==> config.mk <==
export PLATFORM = sky130hd
export DESIGN_NAME = fb_fill_arbiter
export DESIGN_NICKNAME = d
export VERILOG_FILES = /design/src/rtl/fb_pkg.sv /design/src/rtl/fb_rect_addr_gen.sv /design/src/rtl/fb_fill_arbiter.sv
export SDC_FILE = /design/constraint.sdc
export NUM_CORES = 1
export LEC_CHECK = 0
export ABC_CLOCK_PERIOD_IN_PS = 4150
export CORE_UTILIZATION = 54
export DETAILED_ROUTE_END_ITERATION = 6
export GPL_TIMING_DRIVEN = 0
export PLACE_DENSITY = 0.77
export SETUP_SLACK_MARGIN = 0.1
export SLEW_MARGIN = 25
export SYNTH_ARGS = -nofsm -noshare
export SYNTH_HDL_FRONTEND = slang
export SYNTH_SLANG_ARGS = --single-unit
==> constraint.sdc <==
create_clock -name iclk -period 4.15 [get_ports iclk]
set_input_delay 1.0375 -clock iclk [delete_from_list [all_inputs] [get_ports iclk]]
set_output_delay 1.0375 -clock iclk [all_outputs]
set_load 0.02 [all_outputs]
==> src/rtl/fb_pkg.sv <==
// Shared definitions for the frame-buffer write-side logic.
//   H_RES / V_RES : visible raster size in pixels
//   FB_DEPTH      : number of addressable pixels (H_RES*V_RES)
//   ADDR_W        : frame-buffer address width
//   fill_state_e  : fill engine state (idle / filling)
//   grant_e       : owner of the most recent write slot
package fb_pkg;

   localparam int H_RES    = 640;
   localparam int V_RES    = 480;
   localparam int FB_DEPTH = H_RES * V_RES;
   localparam int ADDR_W   = 19;

   typedef enum logic {
      ST_IDLE = 1'b0,
      ST_FILL = 1'b1
   } fill_state_e;

   typedef enum logic {
      GNT_HOST = 1'b0,
      GNT_FILL = 1'b1
   } grant_e;

endpackage

==> src/rtl/fb_rect_addr_gen.sv <==
// Rectangle walker for the fill engine: clips the requested rectangle to
// the raster, then steps through its pixels in row-major order producing
// linear frame-buffer addresses without a multiplier.
//   iclk, iRST      : clock, synchronous active-high reset
//   iload           : capture ix0/iy0/iw/ih and point at the first pixel
//   istep           : advance to the next pixel
//   ix0, iy0        : rectangle origin
//   iw, ih          : requested rectangle size
//   oempty          : combinational; the rectangle on the inputs clips to nothing
//   oaddr           : address of the current pixel
//   olast           : the current pixel is the final one of the rectangle
module fb_rect_addr_gen #(
   parameter int H_RES  = 640,
   parameter int V_RES  = 480,
   parameter int ADDR_W = 19
) (
   input  logic              iclk,
   input  logic              iRST,
   input  logic              iload,
   input  logic              istep,
   input  logic [9:0]        ix0,
   input  logic [8:0]        iy0,
   input  logic [9:0]        iw,
   input  logic [8:0]        ih,
   output logic              oempty,
   output logic [ADDR_W-1:0] oaddr,
   output logic              olast
);

   logic [10:0]       x_room;
   logic [9:0]        y_room;
   logic [9:0]        w_clip;
   logic [8:0]        h_clip;
   logic [ADDR_W-1:0] row_base_start;

   logic [9:0]        w_eff_q, x_cnt_q;
   logic [8:0]        h_eff_q, y_cnt_q;
   logic [ADDR_W-1:0] row_base_q, addr_q;
   logic              x_last;

   // Room left to the right/bottom edge; only meaningful when the origin is
   // on-screen, which oempty guarantees before anything is loaded.
   assign x_room = 11'(H_RES) - {1'b0, ix0};
   assign y_room = 10'(V_RES) - {1'b0, iy0};
   assign w_clip = ({1'b0, iw} > x_room) ? x_room[9:0] : iw;
   assign h_clip = ({1'b0, ih} > y_room) ? y_room[8:0] : ih;

   assign oempty = ({1'b0, ix0} >= 11'(H_RES)) || ({1'b0, iy0} >= 10'(V_RES)) ||
                   (iw == '0) || (ih == '0);

   // y0*640 as y0*512 + y0*128: two shifted adds instead of a multiplier.
   assign row_base_start = ADDR_W'({iy0, 9'b0}) + ADDR_W'({iy0, 7'b0}) + ADDR_W'(ix0);

   assign x_last = (x_cnt_q == w_eff_q - 10'd1);
   assign olast  = x_last && (y_cnt_q == h_eff_q - 9'd1);
   assign oaddr  = addr_q;

   // NOTE: state registers use non-blocking assignments so every flop samples
   // the pre-edge values regardless of statement order.
   always_ff @(posedge iclk) begin
      if (iRST) begin
         w_eff_q    <= '0;
         h_eff_q    <= '0;
         x_cnt_q    <= '0;
         y_cnt_q    <= '0;
         row_base_q <= '0;
         addr_q     <= '0;
      end else if (iload) begin
         w_eff_q    <= w_clip;
         h_eff_q    <= h_clip;
         x_cnt_q    <= '0;
         y_cnt_q    <= '0;
         row_base_q <= row_base_start;
         addr_q     <= row_base_start;
      end else if (istep) begin
         if (x_last) begin
            x_cnt_q    <= '0;
            y_cnt_q    <= y_cnt_q + 9'd1;
            row_base_q <= row_base_q + ADDR_W'(H_RES);
            addr_q     <= row_base_q + ADDR_W'(H_RES);
         end else begin
            x_cnt_q <= x_cnt_q + 10'd1;
            addr_q  <= addr_q + ADDR_W'(1);
         end
      end
   end

endmodule

==> src/rtl/fb_fill_arbiter.sv <==
// Write-side controller for the frame buffer. Shares the single write port
// between a host pixel interface and a rectangle-fill engine, alternating
// grants when both want the slot.
//   iclk, iRST                     : clock, synchronous active-high reset
//   ihost_valid/addr/data          : host pixel write request
//   ohost_ready                    : host request taken when valid && ready
//   ifill_start, ifill_x0/y0/w/h   : fill command strobe and rectangle
//   ifill_color                    : fill colour index
//   ofill_busy                     : fill in progress
//   ofill_done                     : one-cycle completion pulse
//   owren, oaddr, odata            : registered frame-buffer write port
module fb_fill_arbiter #(
   parameter int H_RES  = fb_pkg::H_RES,
   parameter int V_RES  = fb_pkg::V_RES,
   parameter int ADDR_W = fb_pkg::ADDR_W
) (
   input  logic              iclk,
   input  logic              iRST,
   input  logic              ihost_valid,
   input  logic [ADDR_W-1:0] ihost_addr,
   input  logic [7:0]        ihost_data,
   output logic              ohost_ready,
   input  logic              ifill_start,
   input  logic [9:0]        ifill_x0,
   input  logic [8:0]        ifill_y0,
   input  logic [9:0]        ifill_w,
   input  logic [8:0]        ifill_h,
   input  logic [7:0]        ifill_color,
   output logic              ofill_busy,
   output logic              ofill_done,
   output logic              owren,
   output logic [ADDR_W-1:0] oaddr,
   output logic [7:0]        odata
);

   localparam int FB_DEPTH = H_RES * V_RES;

   fb_pkg::fill_state_e state_q, state_d;
   fb_pkg::grant_e      last_grant_q, last_grant_d;
   logic                wren_q, wren_d;
   logic [ADDR_W-1:0]   addr_q, addr_d;
   logic [7:0]          data_q, data_d;
   logic                done_q, done_d;
   logic [7:0]          color_q, color_d;

   logic                host_fire;
   logic                gen_load, gen_step, gen_empty, gen_last;
   logic [ADDR_W-1:0]   gen_addr;

   fb_rect_addr_gen #(
      .H_RES  (H_RES),
      .V_RES  (V_RES),
      .ADDR_W (ADDR_W)
   ) u_addr_gen (
      .iclk   (iclk),
      .iRST   (iRST),
      .iload  (gen_load),
      .istep  (gen_step),
      .ix0    (ifill_x0),
      .iy0    (ifill_y0),
      .iw     (ifill_w),
      .ih     (ifill_h),
      .oempty (gen_empty),
      .oaddr  (gen_addr),
      .olast  (gen_last)
   );

   // The host may go whenever no fill is running, or when the fill took the
   // previous slot; this caps the fill at one pixel between host grants.
   assign ohost_ready = (state_q == fb_pkg::ST_IDLE) || (last_grant_q == fb_pkg::GNT_FILL);
   assign host_fire   = ihost_valid && ohost_ready;

   // NOTE: every signal written here gets a default first, so no path can
   // leave it unassigned and infer a latch.
   always_comb begin
      state_d      = state_q;
      last_grant_d = last_grant_q;
      wren_d       = 1'b0;
      addr_d       = addr_q;
      data_d       = data_q;
      done_d       = 1'b0;
      color_d      = color_q;
      gen_load     = 1'b0;
      gen_step     = 1'b0;

      if (host_fire) begin
         last_grant_d = fb_pkg::GNT_HOST;
         // Out-of-range host writes are accepted but silently dropped.
         if (ihost_addr < ADDR_W'(FB_DEPTH)) begin
            wren_d = 1'b1;
            addr_d = ihost_addr;
            data_d = ihost_data;
         end
      end else if (state_q == fb_pkg::ST_FILL) begin
         last_grant_d = fb_pkg::GNT_FILL;
         gen_step     = 1'b1;
         wren_d       = 1'b1;
         addr_d       = gen_addr;
         data_d       = color_q;
         if (gen_last) begin
            state_d = fb_pkg::ST_IDLE;
            done_d  = 1'b1;
         end
      end

      // Starts are only honoured while idle; the done cycle is already idle.
      if (state_q == fb_pkg::ST_IDLE && ifill_start) begin
         if (gen_empty) begin
            done_d = 1'b1;
         end else begin
            state_d  = fb_pkg::ST_FILL;
            gen_load = 1'b1;
            color_d  = ifill_color;
         end
      end
   end

   always_ff @(posedge iclk) begin
      if (iRST) begin
         state_q      <= fb_pkg::ST_IDLE;
         last_grant_q <= fb_pkg::GNT_FILL;
         wren_q       <= 1'b0;
         addr_q       <= '0;
         data_q       <= '0;
         done_q       <= 1'b0;
         color_q      <= '0;
      end else begin
         state_q      <= state_d;
         last_grant_q <= last_grant_d;
         wren_q       <= wren_d;
         addr_q       <= addr_d;
         data_q       <= data_d;
         done_q       <= done_d;
         color_q      <= color_d;
      end
   end

   assign ofill_busy = (state_q == fb_pkg::ST_FILL);
   assign ofill_done = done_q;
   assign owren      = wren_q;
   assign oaddr      = addr_q;
   assign odata      = data_q;

endmodule

# ---- Word-level counts from Yosys, hierarchy flattened
# Index checks and enable logic that the tools add are counted.
dict set report word_totals {
  regBits 115
  input_bits 77
  out_inout_bits 31
  elab_cells 83
}
dict set report op_classes {
  addsub 10
  magnitude_cmp 5
  eq_ne 3
  mux 33
  n_bitwise 2
  reduce_logical 17
}
# cell count
set op_table {}
lappend op_table {{two-way mux 19 bit} 9}
lappend op_table {{two-way mux 8 bit} 3}
lappend op_table {{two-way mux 10 bit} 2}
lappend op_table {{adder 18 x 16 -> 19 bit} 1}
lappend op_table {{adder 19 x 1 -> 19 bit, second input constant} 1}
lappend op_table {{adder 19 x 10 -> 19 bit} 1}
lappend op_table {{adder 19 x 10 -> 19 bit, second input constant} 1}
lappend op_table {{less-than comparator 19 bit, second input constant} 1}
lappend op_table {{two-way mux 1 bit} 18}
lappend op_table {{greater-than comparator 10 x 11 -> 1 bit} 1}
lappend op_table {{subtractor 10 x 10 -> 11 bit, first input constant} 1}
lappend op_table {{adder 10 x 1 -> 10 bit, second input constant} 1}
lappend op_table {{== test 10 bit} 1}
lappend op_table {{>= comparator 10 bit, second input constant} 1}
lappend op_table {{greater-than comparator 9 x 10 -> 1 bit} 1}
lappend op_table {{logical NOT 10 bit} 1}
lappend op_table {{subtractor 10 x 1 -> 10 bit, second input constant} 1}
lappend op_table {{subtractor 9 x 9 -> 10 bit, first input constant} 1}
lappend op_table {{adder 9 x 1 -> 9 bit, second input constant} 1}
lappend op_table {{== test 9 bit} 1}
lappend op_table {{>= comparator 9 bit, second input constant} 1}
lappend op_table {{logical NOT 9 bit} 1}
lappend op_table {{two-way mux 9 bit} 1}
lappend op_table {{subtractor 9 x 1 -> 9 bit, second input constant} 1}
lappend op_table {{other kinds (7)} 18}

# ---- Logic depth before layout (Yosys ltp)
dict set report logic_depth {
  ltp_word 8
  mapped_depth 14
  ltp_nobuf 13
}

# ---- Modules after synthesis
# From an unflattened synthesis, not the netlist that was laid out.
dict set report hier_totals {
  hier_cells 916
  hier_area_um2 7790.0
}
# mod n_inst cells_each area_per_inst_um2 seq_area_each_um2
set by_module_without_submodules {}
lappend by_module_without_submodules {fb_rect_addr_gen 1 744 5926.9 1521.5}
lappend by_module_without_submodules {fb_fill_arbiter 1 172 1863.0 780.7}

# ---- Least setup slack after synthesis
# No wires, ideal clock.
dict set report synth_path {
  path_kind {input to register}
  start {input port ifill_x0[4]}
  end {register u_addr_gen.w_eff_q[5]}
  setup_time_ps 86
  arrival_ps 3727
  required_time_ps 4064
  setup_slack_ps 338
  cell_stages 13
  path_buffers 1
  cell_sequence {nor4_1 nand2_1 o21ai_0 xnor2_1 ha_1 a21o_1 a21oi_1 nand2_1 o31ai_1 a211oi_1 clkbuf_1 mux2_2 a211oi_1}
}
dict set report synth_between {
  elab_chain_len 6
  word_cells_on_any_way 9
  classes_between {1 x add/sub; 2 x order compare; 3 x mux; 3 x reduce/logical}
}
# item line_no
set synth_rtl {}
lappend synth_rtl {{start, declared} fb_fill_arbiter.sv:24} ;# input logic [9:0] ifill_x0,
lappend synth_rtl {{parallel branches: the longest is 6 deep, another holds subtractor 10 x 10 -> 11 bit} --}
lappend synth_rtl {{end signal, assigned} fb_rect_addr_gen.sv:69} ;# w_eff_q <= w_clip;
lappend synth_rtl {{end, declared} fb_rect_addr_gen.sv:36} ;# logic [9:0] w_eff_q, x_cnt_q;
# Parallel ways; which one is timed is not known.
# A chain may end at the register's enable or synchronous reset.

# ---- Worst setup path in the final report
dict set report layout_path {
  start {input port ifill_x0[5]}
  end {register u_addr_gen.w_eff_q[6]}
}
# Same word-level chain as after synthesis.

==> flow_summary_export.csv <==
group,metric,value,unit
clock_tree,insertion_delay,430,ps
sta,drv_slew,0,
layout,layout_common_cells,"115 x dfxtp_1, 101 x clkdlybuf4s50_1, 95 x nand2_1",
floorplan,coreArea,13500,um^2
pwr,peakVddDrop,0.319,mV
pwr,p_per_area,384,nW/um^2
setup_path,r2r-start,"u_addr_gen.w_eff_q[0]$_SDFFE_PP0P_",
pwr,total_power,3.64,mW
floorplan,die_w,120,um
yosys,synth_seq_cells,115,
sta,worst_slew_pin_slew,1120,ps
detailed_routing,ant_nets,0,
sta,finalCriticalPeriod,3850,ps
setup_path,crit_chain,"clkdlybuf4s50_1 -> nor4_4 -> buf_4 -> nand2_1 -> a21oi_1 -> xnor2_1 -> ha_1 -> nand3_1 -> nand2_1 -> o31ai_1 -> a211oi_2 -> clkbuf_4 -> mux2_2 -> a211oi_1",
floorplan,io_pins,108,
placement,io_buffers,106,
yosys,synth_ff_type,"dfxtp_1",
global_route,grt_pass1_vias,7197,
yosys,syn_nets,1052,
sta,hold_viol_final,0,
clock_tree,h-tree-depth,4,
floorplan,start_util,56.1,%
yosys,ys_warn_count,0,
global_route,grt_pass1_wl,36.6,mm
global_route,track_usage,32.4,%
clock_tree,clockRootBuffer,"clkbuf_16",
detailed_routing,avgViaCountPerCell,6.06,
detailed_routing,top_layer,"met4",
floorplan,die_h,120,um
sta,hold_ws,455,ps
detailed_routing,wl_met2,10.5,mm
sta,post-route-period-util,92.9,%
setup_path,cp.arrival,4200,ps
sta,finalSetupViolCount,0,
yosys,syn_avg_cell_area,8.12,um^2
yosys,seq_area_frac_synth,30.5,%
layout,fin_area,9470,um^2
clock_tree,cts_hold_buffers,0,
yosys,synth_edf_count,0,
setup_path,cp_slowest_cell,"clkdlybuf4s50_1",
yosys,ys_async_sr_fraction,0,%
layout,antenna_cells,0,
clock_tree,tritoncts,"yes",
clock_tree,cts_buffer_depth,2,
clock_tree,cts.clk_slew.worst_paths,50,ps
detailed_routing,wl_per_cell,18.3,um
detailed_routing,route.met3.wl,1.65,mm
floorplan,rows,42,
worst_hold_path,min_from,"color_q[4]$_SDFFE_PP0P_",
sta,fin_worst_skew,7.80,ps
layout,drive_above_1_share,6.74,%
global_route,grt_overflow,0,
setup_path,critPathMaxStageDelay,570,ps
placement,globalplace.congestion,0.950,
worst_hold_path,hp-class,"flop to flop",
yosys,netlist_instances,929,
global_route,antenna_found_initial,0,
sta,fmax,259,MHz
setup_path,crit_path_end_kind,"flop",
layout,layout.nets,1180,
run,maxCapViolations,0,
clock_tree,clkSinkCount,115,
setup_path,critPathKind,"primary input to flop",
detailed_routing,drt-initial-drc-count,864,
floorplan,fp.dieArea,14400,um^2
setup_path,crit_fanout,10,
layout,layout_commonest_cell,"dfxtp_1",
clock_tree,cts_made_buffers,17,
detailed_routing,wl_met1,10.1,mm
status,run_status,"completed",
setup_path,crit_path_frequent_cell,"nand2_1",
layout,syn2layout_area_growth,25.6,%
setup_path,critPathLaunch,"ifill_x0[5]",
detailed_routing,vias,7541,
setup_path,cp.required,4500,ps
detailed_routing,post-route-drc-count,0,
setup_path,startpoint_type,"primary input",
pwr,p_leak,3.67,nW
sta,rsz0062_at_grt,"true",
placement,dpl_cell_area,8820,um^2
yosys,syn-cell-area,7540,um^2
detailed_routing,wirelength,22.8,mm
yosys,yosysUniqueCellTypes,66,
placement,dp_hpwl,16.6,mm
global_route,grt_max_degree,17,
sta,relSlewSlack,25.4,%
detailed_routing,dr.pass1.iters,6,
## power by group
group | total (mW) | internal [mW] | leakage, nW | switching, mW
logic | 0.907 | 0.397 | 2.45 | 0.510
clock network | 1.46 | 0.910 | 0.278 | 0.547
registers | 1.27 | 1.19 | 0.943 | 0.0830
total | 3.64 | 2.50 | 3.67 | 1.14
## path summary, 6_finish.rpt
kind                            depth (start not counted)                            endpoint  slack [ps]
worst max register to register                         10    u_addr_gen.oaddr[9]$_SDFFE_PP0P_         420
worst min register to register                          2             color_q[4]$_SDFFE_PP0P_         450
worst max-delay path                                   14  u_addr_gen.w_eff_q[6]$_SDFFE_PP0P_         300
worst min-delay path                                    2             color_q[4]$_SDFFE_PP0P_         450
## repair_timing
item / in CTS / in global routing
gates cloned: 0 / 0
setup endpoints to repair: 10 / 9
hold endpoints to repair: 0 / 0
buffers inserted: 0 / 3
pin swaps: 0 / 2
resized for setup: 5 / 7
## state kept, by name, indices dropped and copies added (netlist names)
name / cells
oaddr: 19
u_addr_gen.oaddr: 19
u_addr_gen.row_base_q: 19
u_addr_gen.w_eff_q: 10
u_addr_gen.x_cnt_q: 10
u_addr_gen.h_eff_q: 9
u_addr_gen.y_cnt_q: 9
color_q: 8
odata: 8
last_grant_q: 1
ofill_busy: 1
ofill_done: 1
owren: 1
## logic make-up (layout without fill, tap and decap cells)
logic type | after synthesis | after routing | synth area share (%)
AO/OA/AOI/OAI | 200 | 200 | 18.3
XOR/XNOR | 90 | 90 | 10.4
adder cells (fa/ha/maj) | 46 | 46 | 7.83
buffers and inverters | 81 | 221 | 4.41
flip-flops | 115 | 115 | 30.5
multiplexers | 41 | 41 | 5.56
AND/OR/NAND/NOR | 356 | 356 | 22.9
## worst max-delay path: cells and delay by family
family / cells / cell delay (ps)
AOI/OAI and AO/OA: 4 / 730
xor gates and xnor gates: 1 / 110
adders and majority gates: 1 / 310
buffers and inverters: 3 / 1000
muxes: 1 / 360
and+or+nand+nor: 4 / 640
## Yosys cell counts, types with 7 or more instances
cell type / number / area share, %
a211oi_1: 34 / 3.4
xnor2_1: 59 / 6.9
a21oi_1: 47 / 3.1
mux2_2: 7 / 1.0
inv_1: 27 / 1.3
dfxtp_1: 115 / 31
nor3_1: 33 / 2.2
o31a_1: 7 / 0.81
clkbuf_1: 46 / 2.3
nor2b_1: 7 / 0.58
nor2_1: 93 / 4.6
a21boi_0: 14 / 1.4
nand2_1: 95 / 4.7
mux2i_1: 34 / 4.5
xor2_1: 31 / 3.6
nor4_1: 14 / 1.2
nand4_1: 21 / 1.7
a31o_2: 7 / 0.81
nand3_1: 36 / 2.4
and3_1: 17 / 1.4
o21ai_0: 32 / 2.1
a311oi_1: 11 / 1.3
ha_1: 44 / 7.3
## metrics by stage
step	std cells	TNS [ps]	util (%)	setup WS (ps)
2_1_floorplan	929	0	-	338
3_3_place_gp	1211	-5910	65.6	-765
3_5_place_dp	1211	-7000	65.6	-839
4_1_cts	1242	0	70.1	105
5_1_grt	1245	0	70.4	67.5
6_report	1245	0	70.4	296
## per-layer routing
metal / vias up / track usage, %
li1: 3614 / -
met3: 61 / 7.08
met4: 0 / 12.7
met1: 3546 / 41.8
met5: - / 0
met2: 320 / 52.6
## final cells by class
cell class              instances  area, um^2
clock buffers                  19         453
inverters                      27         101
fillers                      1132        3980
well taps                     176         220
clock inverters                12         131
plain buffers                  54         235
multi-input cells             733        4930
repair buffers                109        1100
flip-flops and latches        115        2300
(Power assumes the default switching activity.)
